`config.mk`:
```
export PLATFORM = sky130hd
export DESIGN_NAME = lfsr_crypt_engine
export DESIGN_NICKNAME = d
export VERILOG_FILES = /design/src/rtl/lfsr_crypt_pkg.sv /design/src/rtl/lfsr_step.sv /design/src/rtl/lfsr_crypt_engine.sv
export SDC_FILE = /design/constraint.sdc
export NUM_CORES = 1
export LEC_CHECK = 0
export ABC_AREA = 1
export BUFFER_PORTS_ARGS = -buffer_cell sky130_fd_sc_hd__buf_4
export CORE_UTILIZATION = 35
export CTS_CLUSTER_SIZE = 10
export DETAILED_ROUTE_END_ITERATION = 8
export GPL_TIMING_DRIVEN = 0
export SETUP_SLACK_MARGIN = 0.2
export SLEW_MARGIN = 40
export SYNTH_ARGS = -nofsm -noshare
export SYNTH_HDL_FRONTEND = slang
export SYNTH_SLANG_ARGS = --single-unit
```
`constraint.sdc`:
```
create_clock -name clk_i -period 3.3 [get_ports clk_i]
set_input_delay 0.495 -clock clk_i [delete_from_list [all_inputs] [get_ports clk_i]]
set_output_delay 0.495 -clock clk_i [all_outputs]
set_load 0.02 [all_outputs]
```
`src/rtl/lfsr_crypt_pkg.sv`:
```
// Shared constants, state encoding, tap table and parity helper for the
// LFSR stream-cipher engine.
package lfsr_crypt_pkg;

    localparam int LFSR_W      = 7;
    localparam int DATA_W      = 8;
    localparam int MSG_LEN     = 64;
    localparam int RAW_LEN     = 49;
    localparam int PRE_MIN     = 10;
    localparam int PRE_MAX     = 15;
    localparam int MEM_AW      = 8;
    localparam int CFG_ADDR    = 61;
    localparam int SRC_BASE    = 0;
    localparam int DST_BASE    = 64;
    localparam int PLAIN_BASE  = 128;
    localparam int N_PATTERNS  = 9;
    localparam int TAP_TABLE_W = 7;

    localparam int IDX_W = $clog2(MSG_LEN);
    localparam int CNT_W = $clog2(MSG_LEN + 1);
    localparam int PRE_W = 4;
    localparam int PT_W  = 4;

    localparam logic [DATA_W-1:0] PAD_CHAR  = 8'h20;
    localparam logic [LFSR_W-1:0] LFSR_ONE  = {{(LFSR_W-1){1'b0}}, 1'b1};

    typedef enum logic [1:0] {
        IDLE = 2'd0,
        CFG  = 2'd1,
        RUN  = 2'd2,
        DONE = 2'd3
    } state_e;

    // Feedback taps for the 7-bit LFSR; out-of-range selectors fall back to pattern 0.
    function automatic logic [LFSR_W-1:0] taps_for(input logic [PT_W-1:0] pt);
        logic [LFSR_W-1:0] t;
        case (pt)
            4'd0:    t = 7'h60;
            4'd1:    t = 7'h48;
            4'd2:    t = 7'h78;
            4'd3:    t = 7'h72;
            4'd4:    t = 7'h6A;
            4'd5:    t = 7'h69;
            4'd6:    t = 7'h5C;
            4'd7:    t = 7'h7E;
            4'd8:    t = 7'h7B;
            default: t = 7'h60;
        endcase
        return t;
    endfunction

    function automatic logic parity(input logic [DATA_W-1:0] v);
        return ^v;
    endfunction

endpackage

```
`src/rtl/lfsr_step.sv`:
```
// One step of a Fibonacci-style LFSR: shift left, feed the tapped XOR into bit 0.
module lfsr_step
    import lfsr_crypt_pkg::*;
#(
    parameter int W = LFSR_W
) (
    input  logic [W-1:0] state_i,
    input  logic [W-1:0] taps_i,
    output logic [W-1:0] next_o
);

    assign next_o = {state_i[W-2:0], ^(state_i & taps_i)};

endmodule

```
`src/rtl/lfsr_crypt_engine.sv`:
```
// LFSR stream-cipher engine: reads config and message from the shared memory,
// then encrypts (with per-byte parity) or decrypts (counting parity errors).
module lfsr_crypt_engine
    import lfsr_crypt_pkg::*;
(
    input  logic              clk_i,
    input  logic              init_i,
    input  logic              req_i,
    input  logic              mode_i,
    output logic [MEM_AW-1:0] mem_addr_o,
    output logic              mem_we_o,
    output logic [DATA_W-1:0] mem_wdata_o,
    input  logic [DATA_W-1:0] mem_rdata_i,
    output logic              ack_o,
    output logic              cfg_err_o,
    output logic [CNT_W-1:0]  par_err_cnt_o
);

    if (LFSR_W != TAP_TABLE_W || LFSR_W > DATA_W - 1) begin : g_bad_lfsr_w
        $error("lfsr_crypt_engine: no tap table for this LFSR_W/DATA_W combination");
    end

    state_e             state_q, state_d;
    logic               req_q;
    logic               mode_q, mode_d;
    logic [1:0]         cfg_cnt_q, cfg_cnt_d;
    logic [IDX_W-1:0]   idx_q, idx_d;
    logic               wr_q, wr_d;
    logic [PRE_W-1:0]   pre_len_q, pre_len_d;
    logic [PT_W-1:0]    pt_q, pt_d;
    logic [LFSR_W-1:0]  lfsr_q, lfsr_d;
    logic [MEM_AW-1:0]  addr_q, addr_d;
    logic               we_q, we_d;
    logic               ack_q, ack_d;
    logic               cfg_err_q, cfg_err_d;
    logic [CNT_W-1:0]   par_cnt_q, par_cnt_d;

    logic [LFSR_W-1:0]  taps_s;
    logic [LFSR_W-1:0]  lfsr_next_s;
    logic               in_win_s;
    logic [DATA_W-1:0]  ks_s;
    logic [DATA_W-1:0]  plain_s;
    logic [DATA_W-1:0]  enc_s;
    logic [DATA_W-1:0]  dec_s;
    logic [DATA_W-1:0]  wdata_s;

    function automatic logic [PRE_W-1:0] clamp_pre(input logic [DATA_W-1:0] v);
        logic [PRE_W-1:0] r;
        if (v < DATA_W'(PRE_MIN)) begin
            r = PRE_W'(PRE_MIN);
        end else if (v > DATA_W'(PRE_MAX)) begin
            r = PRE_W'(PRE_MAX);
        end else begin
            r = v[PRE_W-1:0];
        end
        return r;
    endfunction

    // Encrypt reads SRC_BASE+(i-pre) even outside the window so every byte costs the same.
    function automatic logic [MEM_AW-1:0] rd_addr(input logic dec, input logic [PRE_W-1:0] pre,
                                                  input logic [IDX_W-1:0] idx);
        logic [MEM_AW-1:0] a;
        if (dec) begin
            a = MEM_AW'(DST_BASE) + MEM_AW'(idx);
        end else begin
            a = MEM_AW'(SRC_BASE) + MEM_AW'(idx) - MEM_AW'(pre);
        end
        return a;
    endfunction

    function automatic logic [MEM_AW-1:0] wr_addr(input logic dec, input logic [IDX_W-1:0] idx);
        logic [MEM_AW-1:0] a;
        if (dec) begin
            a = MEM_AW'(PLAIN_BASE) + MEM_AW'(idx);
        end else begin
            a = MEM_AW'(DST_BASE) + MEM_AW'(idx);
        end
        return a;
    endfunction

    assign taps_s = taps_for(pt_q);

    lfsr_step #(.W(LFSR_W)) u_step (
        .state_i (lfsr_q),
        .taps_i  (taps_s),
        .next_o  (lfsr_next_s)
    );

    // Byte datapath; read data only arrives in the WR cycle, so write data is formed there.
    always_comb begin
        in_win_s = (MEM_AW'(idx_q) >= MEM_AW'(pre_len_q)) &&
                   (MEM_AW'(idx_q) <  MEM_AW'(pre_len_q) + MEM_AW'(RAW_LEN));
        ks_s     = {{(DATA_W-LFSR_W){1'b0}}, lfsr_q};
        if (in_win_s) begin
            plain_s = mem_rdata_i;
        end else begin
            plain_s = PAD_CHAR;
        end
        enc_s            = plain_s ^ ks_s;
        enc_s[DATA_W-1]  = parity({1'b0, enc_s[DATA_W-2:0]});
        dec_s            = mem_rdata_i ^ ks_s;
        dec_s[DATA_W-1]  = 1'b0;
        if (mode_q) begin
            wdata_s = dec_s;
        end else begin
            wdata_s = enc_s;
        end
        if (we_q) begin
            mem_wdata_o = wdata_s;
        end else begin
            mem_wdata_o = {DATA_W{1'b0}};
        end
    end

    // Next-state logic for the controller and all run registers.
    always_comb begin
        state_d   = state_q;
        mode_d    = mode_q;
        cfg_cnt_d = cfg_cnt_q;
        idx_d     = idx_q;
        wr_d      = wr_q;
        pre_len_d = pre_len_q;
        pt_d      = pt_q;
        lfsr_d    = lfsr_q;
        addr_d    = addr_q;
        we_d      = 1'b0;
        ack_d     = ack_q;
        cfg_err_d = cfg_err_q;
        par_cnt_d = par_cnt_q;
        case (state_q)
            IDLE: begin
                ack_d = 1'b0;
                if (req_q && !req_i) begin
                    state_d   = CFG;
                    mode_d    = mode_i;
                    cfg_cnt_d = 2'd0;
                    addr_d    = MEM_AW'(CFG_ADDR);
                    cfg_err_d = 1'b0;
                    par_cnt_d = {CNT_W{1'b0}};
                end else begin
                    state_d = IDLE;
                end
            end
            CFG: begin
                cfg_cnt_d = cfg_cnt_q + 2'd1;
                case (cfg_cnt_q)
                    2'd0: addr_d = MEM_AW'(CFG_ADDR + 1);
                    2'd1: begin
                        addr_d    = MEM_AW'(CFG_ADDR + 2);
                        pre_len_d = clamp_pre(mem_rdata_i);
                    end
                    2'd2: begin
                        if (mem_rdata_i >= DATA_W'(N_PATTERNS)) begin
                            pt_d      = {PT_W{1'b0}};
                            cfg_err_d = 1'b1;
                        end else begin
                            pt_d      = mem_rdata_i[PT_W-1:0];
                            cfg_err_d = 1'b0;
                        end
                    end
                    2'd3: begin
                        if (mem_rdata_i[LFSR_W-1:0] == {LFSR_W{1'b0}}) begin
                            lfsr_d = LFSR_ONE;
                        end else begin
                            lfsr_d = mem_rdata_i[LFSR_W-1:0];
                        end
                        state_d = RUN;
                        idx_d   = {IDX_W{1'b0}};
                        wr_d    = 1'b0;
                        addr_d  = rd_addr(mode_q, pre_len_q, {IDX_W{1'b0}});
                    end
                    default: state_d = IDLE;
                endcase
            end
            RUN: begin
                if (!wr_q) begin
                    wr_d   = 1'b1;
                    we_d   = 1'b1;
                    addr_d = wr_addr(mode_q, idx_q);
                end else begin
                    wr_d   = 1'b0;
                    lfsr_d = lfsr_next_s;
                    if (mode_q && parity(mem_rdata_i)) begin
                        par_cnt_d = par_cnt_q + CNT_W'(1);
                    end else begin
                        par_cnt_d = par_cnt_q;
                    end
                    if (idx_q == IDX_W'(MSG_LEN - 1)) begin
                        state_d = DONE;
                        ack_d   = 1'b1;
                    end else begin
                        idx_d  = idx_q + IDX_W'(1);
                        addr_d = rd_addr(mode_q, pre_len_q, idx_q + IDX_W'(1));
                    end
                end
            end
            DONE: begin
                if (req_i) begin
                    state_d = IDLE;
                    ack_d   = 1'b0;
                end else begin
                    ack_d = 1'b1;
                end
            end
            default: state_d = IDLE;
        endcase
    end

    // State and output registers.
    always_ff @(posedge clk_i or posedge init_i) begin
        if (init_i) begin
            state_q   <= IDLE;
            req_q     <= 1'b0;
            mode_q    <= 1'b0;
            cfg_cnt_q <= 2'd0;
            idx_q     <= {IDX_W{1'b0}};
            wr_q      <= 1'b0;
            pre_len_q <= PRE_W'(PRE_MIN);
            pt_q      <= {PT_W{1'b0}};
            lfsr_q    <= LFSR_ONE;
            addr_q    <= {MEM_AW{1'b0}};
            we_q      <= 1'b0;
            ack_q     <= 1'b0;
            cfg_err_q <= 1'b0;
            par_cnt_q <= {CNT_W{1'b0}};
        end else begin
            state_q   <= state_d;
            req_q     <= req_i;
            mode_q    <= mode_d;
            cfg_cnt_q <= cfg_cnt_d;
            idx_q     <= idx_d;
            wr_q      <= wr_d;
            pre_len_q <= pre_len_d;
            pt_q      <= pt_d;
            lfsr_q    <= lfsr_d;
            addr_q    <= addr_d;
            we_q      <= we_d;
            ack_q     <= ack_d;
            cfg_err_q <= cfg_err_d;
            par_cnt_q <= par_cnt_d;
        end
    end

    assign mem_addr_o    = addr_q;
    assign mem_we_o      = we_q;
    assign ack_o         = ack_q;
    assign cfg_err_o     = cfg_err_q;
    assign par_err_cnt_o = par_cnt_q;

endmodule

```
==> run summary <==
outcome: complete, no violations
CTS tree: built
synthesized area per cell: 7.308 µm²
Die Ht: 105.7 µm
max-cap viol count: 0
CTS max path bufs: 2
Flop pwr share: 23.1%
fmax: 0.3091 GHz
Final ANT Viol Nets: 0
Die ar.: 11170 µm²
root cell of the clock tree: clkbuf_8
Max IR drop VDD: 0.3528 mV
FF-to-FF path depth: 11
CP cell instances: clkinvlp_4, ha_4, inv_4, ha_4, nand2_4, nor2_4, nor2_4, nor2_4, nor2_8, nand4_1, nand2_2, xnor2_1, nand2_1, nand2_1, nor2_2, buf_6
Clock Power Share: 11.9%
nets: 619
drt pass-1 iters: 5
global routing's busiest layer: met2
Crit path top cell by count: nor2_4
skew final: 0.01420 ns
Worst Path Required: 2.80 ns
number of port buffers: 37
vias post-DR: 3737
share of cells above drive strength 1: 20.95%
post-synthesis sequential area ratio: 30.68%
Leakage Power: 2.252 nW
met3 Usage GRT: 1.917%
routability congestion estimate: 0.8885
chip width: 105.7 µm
worst min-delay path class: in -> async
Syn-to-layout area delta: 24.10%
endpoints failing hold: 0
CTS H-Tree Depth: 2
most frequent cells in the layout: nand2_1, inv_1, dfrtp_1
Top Family by Delay on Critical Path: simple AND/OR/NAND/NOR gates
Pwr per Cell Area: 944.0 nW/µm²
Power Internal: 2.192 mW
routed wire length: 10630 µm
switch share: 50.28%
share of Yosys cell area claimed by the top area cell type: 28.59%
critical path startpoint: pre_len_q[1]$_DFFE_PP1P_
site row count: 37
Synth area leaders: dfrtp_1, ha_1, nand2_1, inv_1, o21ai_0
commonest non-fill, non-tap cell in the layout: nand2_1
post-DP HPWL: 7836 µm
R2R Setup Slk: 0.89 ns
M2 GR Usage: 31.70%
CP endpoint kind: output pin
Mapped Area: 3764 µm²
CP Depth: 16
Gate power share: 65.1%
grt met1 use: 26.79%
GRT overflow: 0
overall power: 4.409 mW
initial drt markers: 305
Worst Path Max Fanout: 8
critical path class: reg -> out
Fill cells: 1052
DRC Markers: 0
clock sinks: 46
Hold Buf Count CTS: 0
minimum clock period after layout: 3.235 ns
global-route wire length before repair: 17220 µm
RSZ-0062 raised after global routing: true
Yosys reg bits: 46
Total GRT Usage: 19.35%
clock latency on the worst-skew pair: 0.31 ns
period utilization: 98.02%
initial core utilization: 36.29%
CP max stage delay: 0.57 ns
core footprint: 10370 µm²
Synth area leader: dfrtp_1
I/O pins: 38
CP max-delay cell: dfstp_2
clk slew on worst S/H paths: 0.10 ns
Final Core Density: 45.04%
vias in the first global route: 3452
Vias/cell: 5.308
Yosys cell types: 38
final setup vio count: 0
CP Data Arrival Time: 2.74 ns
syn_nets: 567
Worst-Margin Slew: 0.6158 ns
worst reg2reg path startpoint: pre_len_q[1]$_DFFE_PP1P_
initial antenna violation count: 0
CP startpoint kind: flop
Post-Syn Instances: 515
largest net degree at the start of global routing: 32
synth warn: 0
Slew headroom: 58.94%
crit path buf inv count: 3
cts bufs inserted: 5
Avg WL per Cell: 15.10 µm
Switch Pwr: 2.217 mW
Max Transition Viols Final: 0
diodes inserted: 0
[Yosys cell counts (all sizes together)]
cell type / n
o21ai: 38
xor2: 8
nor4: 1
nand4: 11
ha: 39
and3: 1
buf: 8
a21o: 1
nand2: 101
nor3: 19
nand3: 38
o311ai: 1
a22oi: 5
clkbuf: 1
o221ai: 3
dfrtp: 43
o31ai: 2
nor3b: 2
inv: 85
nor2: 35
fa: 1
o22ai: 8
a31oi: 7
o211ai: 6
dfstp: 3
a32o: 1
nand3b: 1
a22o: 1
a21oi: 32
xnor2: 13
[stage by stage]
| stage | setup WS (ns) | instances | cell area, µm² | setup TNS [ns] | hold slack, ns |
|---|---|---|---|---|---|
| after CTS | 0.01238 | 702 | 4532 | 0 | 0.1085 |
| after global routing | -0.09709 | 704 | 4671 | -0.09835 | 0.1067 |
| after floorplan | 0.3643 | 515 | 3764 | 0 | 0.5113 |
| after global placement | 0.1227 | 688 | 4212 | 0 | 0.4797 |
| final | 0.06523 | 704 | 4671 | 0 | 0.1028 |
| after detailed placement | 0.1022 | 689 | 4234 | 0 | 0.4500 |
[kinds of logic after synthesis]
kind of cell | count (synthesis) | share of synthesized area, %
XOR/XNOR | 21 | 4.887
adder cells (fa/ha/maj) | 40 | 13.50
flip-flops | 46 | 30.68
buffers and inverters | 94 | 9.640
AND/OR/NAND/NOR | 209 | 25.07
AO/OA/AOI/OAI | 105 | 16.22
[metal layers]
layer,vias to the layer above,share of wire [%]
met5,-,0
met4,0,1.4
met3,12,4.3
met2,99,47
met1,1802,47
li1,1824,-
[registers in the layout, summed over array words and instances (netlist names)]
| signal | flops |
|---|---|
| ack_o | 1 |
| cfg_cnt_q | 2 |
| cfg_err_o | 1 |
| idx_q | 6 |
| lfsr_q | 7 |
| mem_addr_o | 8 |
| mem_we_o | 1 |
| mode_q | 1 |
| par_err_cnt_o | 7 |
| pre_len_q | 4 |
| pt_q | 4 |
| req_q | 1 |
| state_q | 2 |
| wr_q | 1 |
[final cells by class]
| cell class | instances | area [µm²] | area share [%] |
|---|---|---|---|
| buffer | 9 | 43.79 | 0.9376 |
| clock buffer | 5 | 68.82 | 1.473 |
| clock inverter | 3 | 68.82 | 1.473 |
| inverter | 85 | 332.8 | 7.126 |
| multi-input combinational | 376 | 2480 | 53.09 |
| sequential | 46 | 1156 | 24.75 |
| tap | 136 | 170.2 | 3.643 |
| timing repair buffer | 44 | 350.3 | 7.501 |
[power groups by stage]
stage	Sequential, mW	Clock, mW	Combinational, mW
2_1_floorplan	1.04	0	1.72
3_3_place_gp	1.00	0	2.43
3_5_place_dp	1.01	0	2.48
4_1_cts	1.01	0.525	2.66
5_1_grt	1.05	0.548	3.19
6_report	1.02	0.523	2.87
[worst paths after layout]
| check | end |
|---|---|
| max | mem_wdata_o[7] |
| min | cfg_cnt_q[0]$_DFFE_PP0P_ |
| max reg2reg | mem_addr_o[6]$_DFFE_PP0P_ |
| min reg2reg | mem_addr_o[6]$_DFFE_PP0P_ |
| max in group asynchronous | lfsr_q[0]$_DFFE_PP1P_ |
| min in group clk_i | req_q$_DFF_PP0_ |
[what timing repair did]
item	CTS	global route
endpoints found under the setup margin	8	8
setup buffers	4	2
gates cloned	1	0
pin swaps	16	24
resized for setup	28	27
(Power assumes the default switching activity.)
